`config.mk`:
```
export PLATFORM = sky130hd
export DESIGN_NAME = conv_tap_mac
export DESIGN_NICKNAME = d
export VERILOG_FILES = /design/src/rtl/conv_tap_mac_pkg.sv /design/src/rtl/conv_tap_mac_fx_round_sat.sv /design/src/rtl/conv_tap_mac.sv
export SDC_FILE = /design/constraint.sdc
export NUM_CORES = 2
export LEC_CHECK = 0
export ABC_AREA = 1
export CORE_UTILIZATION = 45
export DETAILED_ROUTE_END_ITERATION = 6
export DONT_BUFFER_PORTS = 1
export PLACE_DENSITY = 0.63
export SETUP_SLACK_MARGIN = 0.05
export SKIP_LAST_GASP = 1
export SYNTH_ARGS = -nofsm -noshare
export SYNTH_HDL_FRONTEND = slang
export SYNTH_HIERARCHICAL = 1
export SYNTH_SLANG_ARGS = --single-unit
```
`constraint.sdc`:
```
create_clock -name clk -period 29.6 [get_ports clk]
set_input_delay 2.96 -clock clk [delete_from_list [all_inputs] [get_ports clk]]
set_output_delay 2.96 -clock clk [all_outputs]
set_load 0.02 [all_outputs]
```
`src/rtl/conv_tap_mac_pkg.sv`:
```
// Shared types and constant helpers for the convolution tap MAC.
// The FSM encoding, the accumulator width and the round/saturate constants live here.
package conv_tap_mac_pkg;

  typedef enum logic [2:0] {
    S_IDLE  = 3'd0,
    S_FETCH = 3'd1,
    S_MAC   = 3'd2,
    S_FINAL = 3'd3,
    S_DONE  = 3'd4
  } state_t;

  // Wide enough to hold any constant derived from WIDTH/FBITS up to 64 bits.
  typedef logic signed [127:0] wide_t;

  function automatic int acc_width(input int w, input int n);
    return 2 * w + $clog2(n);
  endfunction

  function automatic int addr_width(input int n);
    return (n > 1) ? $clog2(n) : 1;
  endfunction

  function automatic wide_t round_const(input int f);
    return (f > 0) ? (wide_t'(1) <<< (f - 1)) : wide_t'(0);
  endfunction

  function automatic wide_t sat_max(input int w);
    return (wide_t'(1) <<< (w - 1)) - wide_t'(1);
  endfunction

  function automatic wide_t sat_min(input int w);
    return -(wide_t'(1) <<< (w - 1));
  endfunction

endpackage

```
`src/rtl/conv_tap_mac_fx_round_sat.sv`:
```
// Bias add, round-half-up and saturation of the wide accumulator to one result word.
// Purely combinational; the caller registers the result.
module fx_round_sat
  import conv_tap_mac_pkg::*;
#(
  parameter int IN_W  = 69,
  parameter int WIDTH = 32,
  parameter int FBITS = 24
) (
  input  logic signed [IN_W-1:0]  acc,
  input  logic signed [WIDTH-1:0] bias,
  output logic signed [WIDTH-1:0] result
);

  // Two guard bits so acc + bias + rounding constant cannot wrap.
  localparam int SUM_W = IN_W + 2;

  localparam logic signed [SUM_W-1:0] RND   = SUM_W'(round_const(FBITS));
  localparam logic signed [SUM_W-1:0] MAX_V = SUM_W'(sat_max(WIDTH));
  localparam logic signed [SUM_W-1:0] MIN_V = SUM_W'(sat_min(WIDTH));

  logic signed [SUM_W-1:0] sum;
  logic signed [SUM_W-1:0] shifted;

  always_comb begin
    sum     = SUM_W'(acc) + (SUM_W'(bias) <<< FBITS) + RND;
    shifted = sum >>> FBITS;
    if (shifted > MAX_V) begin
      result = WIDTH'(MAX_V);
    end else if (shifted < MIN_V) begin
      result = WIDTH'(MIN_V);
    end else begin
      result = shifted[WIDTH-1:0];
    end
  end

endmodule

```
`src/rtl/conv_tap_mac.sv`:
```
// One-output FIR tap MAC: snapshots the window, walks the weight ROM, rounds and saturates.
//
// state | meaning
// IDLE  | waiting for start; start_ready high
// FETCH | w_addr = 0 presented to the weight ROM
// MAC   | accumulate shadow_tap[k] * w_data, one tap per cycle
// FINAL | bias add, round, saturate into out_data
// DONE  | out_valid held until out_ready
module conv_tap_mac
  import conv_tap_mac_pkg::*;
#(
  parameter int WIDTH = 32,
  parameter int FBITS = 24,
  parameter int N_TAP = 31
) (
  input  logic                           clk,
  input  logic                           rst,
  input  logic [N_TAP*WIDTH-1:0]         taps_flat,
  input  logic signed [WIDTH-1:0]        bias,
  input  logic                           start,
  output logic                           start_ready,
  output logic [addr_width(N_TAP)-1:0]   w_addr,
  input  logic signed [WIDTH-1:0]        w_data,
  output logic [WIDTH-1:0]               out_data,
  output logic                           out_valid,
  input  logic                           out_ready
);

  localparam int AW    = addr_width(N_TAP);
  localparam int ACC_W = acc_width(WIDTH, N_TAP);
  localparam logic [AW-1:0] LAST = AW'(N_TAP - 1);

  state_t                    state;
  logic signed [WIDTH-1:0]   shadow_tap [N_TAP];
  logic signed [WIDTH-1:0]   shadow_bias;
  logic signed [ACC_W-1:0]   acc;
  logic [AW-1:0]             mac_idx;
  logic signed [2*WIDTH-1:0] prod;
  logic signed [WIDTH-1:0]   rnd_out;

  assign prod = shadow_tap[mac_idx] * w_data;

  fx_round_sat #(
    .IN_W  (ACC_W),
    .WIDTH (WIDTH),
    .FBITS (FBITS)
  ) u_round_sat (
    .acc    (acc),
    .bias   (shadow_bias),
    .result (rnd_out)
  );

  always_ff @(posedge clk) begin
    if (rst) begin
      state       <= S_IDLE;
      acc         <= '0;
      out_data    <= '0;
      out_valid   <= 1'b0;
      w_addr      <= '0;
      start_ready <= 1'b1;
      mac_idx     <= '0;
      shadow_bias <= '0;
      for (int k = 0; k < N_TAP; k++) shadow_tap[k] <= '0;
    end else begin
      case (state)
        S_IDLE: begin
          if (start && start_ready) begin
            for (int k = 0; k < N_TAP; k++) shadow_tap[k] <= taps_flat[k*WIDTH +: WIDTH];
            shadow_bias <= bias;
            acc         <= '0;
            w_addr      <= '0;
            mac_idx     <= '0;
            start_ready <= 1'b0;
            state       <= S_FETCH;
          end
        end
        S_FETCH: begin
          w_addr <= (N_TAP > 1) ? AW'(1) : '0;
          state  <= S_MAC;
        end
        S_MAC: begin
          // w_data here belongs to tap mac_idx; w_addr already runs one tap ahead.
          acc <= acc + ACC_W'(prod);
          if (mac_idx == LAST) begin
            mac_idx <= '0;
            w_addr  <= '0;
            state   <= S_FINAL;
          end else begin
            mac_idx <= mac_idx + AW'(1);
            w_addr  <= (w_addr == LAST) ? '0 : w_addr + AW'(1);
          end
        end
        S_FINAL: begin
          out_data  <= rnd_out;
          out_valid <= 1'b1;
          state     <= S_DONE;
        end
        S_DONE: begin
          if (out_ready) begin
            out_valid   <= 1'b0;
            start_ready <= 1'b1;
            state       <= S_IDLE;
          end
        end
        default: begin
          state       <= S_IDLE;
          out_valid   <= 1'b0;
          start_ready <= 1'b1;
          w_addr      <= '0;
        end
      endcase
    end
  end

endmodule
```
==> metrics.md <==
| Metric | Value |
|---|---|
| Count of standard-cell rows | `172` |
| Post-route worst hold slack | `around 0.47 ns` |
| Area of the core | `around 0.22 sq mm` |
| Wire length of the first global-routing pass | `roughly 590000 um` |
| Max-slew violation total from the final report | `0` |
| DRC violation count after routing | `4` |
| Violation count after the first detailed-route iteration | `about 9100` |
| Slew Limit Headroom | `under 10%` |
| Post-Route Utilization | `about half` |
| Clock tree from TritonCTS | `built` |
| Initial antenna violation count | `~100` |
| Die area | `roughly 0.22 sq mm` |
| Per-cell via count in the routed design | `approximately 5.5` |
| Min-Delay Path Class | `reg2reg` |
| Crit-path max cell delay | `just over 0.9 ns` |
| Dominant register cell in the synthesized netlist | `sky130_fd_sc_hd__edfxtp_1` |
| Post-synthesis net count | `around 14000` |
| Final Cycle Share | `45.5%` |
| Flip-flop and latch count after synthesis | `about 1100` |
| Critical Path Sink | `acc[63]$_SDFFE_PP0P_` |
| Final net count | `~14000` |
| Depth of the worst register-to-register path | `34` |
| Post_cts resized | `0` |
| Critical path's most frequent cell | `sky130_fd_sc_hd__fa_1` |
| Sink Count | `1145` |
| Data arrival time of the critical path | `around 14 ns` |
| Via count of the first global-routing pass | `82800` |
| Post-Route Skew | `about 0.076 ns` |
| Transition time of the tightest slew-check pin | `approximately 1.4 ns` |
| Count of antenna-violating nets left after detailed routing | `0` |
| Global-route usage over all layers | `36.9%` |
| Fraction of layout instances using a drive strength above 1 | `3.83%` |
| Warnings from Yosys | `6` |
| Setup Fix Bufs, Post-CTS | `0` |
| Clk slew on worst S/H paths | `~0.060 ns` |
| Count of TritonRoute iterations in the first routing pass | `7` |
| Effective utilization at floorplan | `about 45%` |
| Synthesized instance count | `approximately 12000` |
| Worst setup SP type | `register` |
| Critical Path End Type | `register` |
| Syn avg cell area | `~8.4 sq um` |
| Maximum number of pins on one net before global-route repair | `around 530` |
| Flop-to-flop setup slack | `around 16 ns` |
| Number of buffers between clock root and the deepest sink | `3` |
| Classification of the worst setup path | `reg2reg` |
| Final global-route overflow total | `0` |
| Final worst slack | `around 16 ns` |
| Port Buf Inserts | `0` |
| Number of primary I/O pins | `around 1100` |
| Data required time of the critical path | `roughly 30 ns` |
| Pre-CTS setup slack | `16.76 ns` |
| Die Height | `473 um` |
| Latest clock arrival within the worst-skew pair | `roughly 0.84 ns` |
| Number of library cell types mapped by synthesis | `48` |
| Aggregate negative setup slack | `0 ns` |
| Capture instance of the worst register-to-register path | `acc[63]$_SDFFE_PP0P_` |
| Part of the Yosys area used for sequential elements | `about a third` |
| Upper clock frequency limit | `between 70 and 80 MHz` |
| Status | `complete, but fails checks` |
| Largest fanout on the critical path | `about 170` |
| Vias after detailed routing | `just over 80000` |
| Number of endpoints failing setup at the final stage | `0` |
| Final routed wirelength across all metal layers | `roughly 410000 um` |
| P&R area growth vs syn | `6.79%` |
| Slowest cell on the critical path | `sky130_fd_sc_hd__fa_1` |
| Quantity of hold-fixing buffers added after cts | `0` |
| Number of violations of the max-capacitance limit | `0` |
| Combined area of all synthesized cells | `0.0997 sq mm` |
| Final weighted congestion of routability-driven global placement | `1.03` |
| RSZ-0062 raised after global routing | `false` |
| Cts bufs inserted | `approximately 140` |
| Clk root buf | `sky130_fd_sc_hd__clkbuf_16` |
| Post-DR wirelength/cell | `28.1 um` |
| Number of failing hold endpoints at the final stage | `0` |
| Async SR Flop Fraction | `0%` |
| Die span in x | `473 um` |
| Number of levels in the clock H-tree | `4` |
| Fin crit period | `~13 ns` |
| Violated checks | `design-rule violations` |
| Count of flip-flops with a built-in enable after synthesis | `between 900 and 1000` |
| DPL Wire Length | `around 320000 um` |
layout make-up:
cell class	count	area, sq um
Clock buffer	168	3580
Inverter	2905	10900
Clock inverter	77	907
Timing Repair Buffer	104	893
Tap cell	2958	3700
Fill cell	21300	113000
Sequential cell	1145	32900
Multi-Input combinational cell	7286	53400
Antenna cell	72	180
registers in the layout, summed over array words and instances, names as in the netlist, named ones only:
| signal | flops |
|---|---|
| acc | 69 |
| mac_idx | 5 |
| out_data | 32 |
| out_valid | 1 |
| shadow_bias | 32 |
| shadow_tap | 992 |
| start_ready | 1 |
| state | 3 |
| w_addr | 5 |
critical path: cells and delay by family, from the launching register on:
family / cells / cell delay [ns]
AND/OR/NAND/NOR: 13 / 3.15
AO/OA/AOI/OAI: 3 / 0.57
adder cells (fa/ha/maj): 9 / 5.60
buffers and inverters: 9 / 3.10
flip-flops: 1 / 0.41
how the worst min path moves through the flow:
stage / from / to / slack, ns / depth (start not counted)
floorplan: acc[5]$_SDFFE_PP0P_ / acc[5]$_SDFFE_PP0P_ / 0.44 / 2
global placement: acc[2]$_SDFFE_PP0P_ / acc[2]$_SDFFE_PP0P_ / 0.45 / 2
detailed placement: acc[6]$_SDFFE_PP0P_ / acc[6]$_SDFFE_PP0P_ / 0.46 / 2
CTS: acc[6]$_SDFFE_PP0P_ / acc[6]$_SDFFE_PP0P_ / 0.46 / 2
global route: acc[2]$_SDFFE_PP0P_ / acc[2]$_SDFFE_PP0P_ / 0.48 / 2
finish: acc[6]$_SDFFE_PP0P_ / acc[6]$_SDFFE_PP0P_ / 0.47 / 2
routing by layer:
layer  vias up  part of all wire, %  track usage [%]
met1     40600                   39             47.7
met3       978                   10             9.41
met4        28                  7.6             24.4
met2      4762                   43             54.9
met5         -                0.041                0
li1      35000                    -                -
synthesized netlist by cell type (12+ instances only):
cell type                     n  share of area [%]
sky130_fd_sc_hd__o21ai_1     33               0.17
sky130_fd_sc_hd__nor2_1    2159                8.1
sky130_fd_sc_hd__o22ai_1     69               0.43
sky130_fd_sc_hd__buf_2      124               0.62
sky130_fd_sc_hd__edfxtp_1   992                 30
sky130_fd_sc_hd__o21ai_0    485                2.4
sky130_fd_sc_hd__o221ai_1   112               0.98
sky130_fd_sc_hd__or2_2       18               0.11
sky130_fd_sc_hd__nand3_1    321                1.6
sky130_fd_sc_hd__nand4_1     31               0.19
sky130_fd_sc_hd__xnor2_1     12               0.11
sky130_fd_sc_hd__o211ai_1    17               0.13
sky130_fd_sc_hd__xor2_1      28               0.25
sky130_fd_sc_hd__dfxtp_1    153                3.1
sky130_fd_sc_hd__nor3_1      20               0.10
sky130_fd_sc_hd__ha_1       278                3.5
sky130_fd_sc_hd__nand2_1   2018                7.6
sky130_fd_sc_hd__buf_4       49               0.37
sky130_fd_sc_hd__buf_1       30               0.11
sky130_fd_sc_hd__o21bai_1    12              0.090
sky130_fd_sc_hd__fa_1      1261                 25
sky130_fd_sc_hd__inv_1     2848                 11
sky130_fd_sc_hd__nand2_2     20               0.13
sky130_fd_sc_hd__clkbuf_1   292                1.1
sky130_fd_sc_hd__inv_2       48               0.18
sky130_fd_sc_hd__a21oi_1    287                1.4
sky130_fd_sc_hd__buf_6       33               0.37
sky130_fd_sc_hd__nor2_2      25               0.16
sky130_fd_sc_hd__a21boi_0    16               0.12
per-stage QoR:
step,instances,instance area (sq um)
finish,14700,106000
global route,14700,106000
CTS,14600,106000
detailed placement,14400,102000
global placement,14400,102000
floorplan,11900,99700
kinds of logic (layout without fill, tap and decap cells):
| kind of cell | after synthesis | in the layout | share of synthesized area, % |
|---|---|---|---|
| buffers and inverters | 3434 | 3254 | 13.5 |
| AO/OA/AOI/OAI | 1055 | 1055 | 6.00 |
| adder cells (fa/ha/maj) | 1539 | 1539 | 28.8 |
| AND/OR/NAND/NOR | 4652 | 4652 | 18.4 |
| flip-flops | 1145 | 1145 | 33.0 |
| XOR/XNOR | 40 | 40 | 0.351 |
| other | 0 | 72 | 0 |
placed cells by master (no fill, tap or decap), types with 16 or more instances in the layout:
cell type	Yosys	routed
sky130_fd_sc_hd__o22ai_1	69	69
sky130_fd_sc_hd__dfxtp_1	153	149
sky130_fd_sc_hd__buf_4	49	95
sky130_fd_sc_hd__clkbuf_16	0	136
sky130_fd_sc_hd__nand4_1	31	31
sky130_fd_sc_hd__o221ai_1	112	112
sky130_fd_sc_hd__edfxtp_1	992	992
sky130_fd_sc_hd__nor2_2	25	26
sky130_fd_sc_hd__or2_2	18	18
sky130_fd_sc_hd__clkbuf_1	292	26
sky130_fd_sc_hd__o21ai_1	33	35
sky130_fd_sc_hd__diode_2	0	72
sky130_fd_sc_hd__o211ai_1	17	17
sky130_fd_sc_hd__inv_2	48	48
sky130_fd_sc_hd__nand2_2	20	20
sky130_fd_sc_hd__clkinv_2	0	23
sky130_fd_sc_hd__fa_1	1261	1260
sky130_fd_sc_hd__nor3_1	20	20
sky130_fd_sc_hd__ha_1	278	278
sky130_fd_sc_hd__nand3_1	321	321
sky130_fd_sc_hd__o21ai_0	485	483
sky130_fd_sc_hd__a21boi_0	16	16
sky130_fd_sc_hd__xor2_1	28	28
sky130_fd_sc_hd__inv_1	2848	2842
sky130_fd_sc_hd__clkinv_1	7	32
sky130_fd_sc_hd__a21oi_1	287	287
sky130_fd_sc_hd__nor2_1	2159	2156
sky130_fd_sc_hd__nand2_1	2018	2016
Power is left out: the tool's default activity adds up to more than one toggle a clock period on the data nets, which glitch-free logic cannot reach.
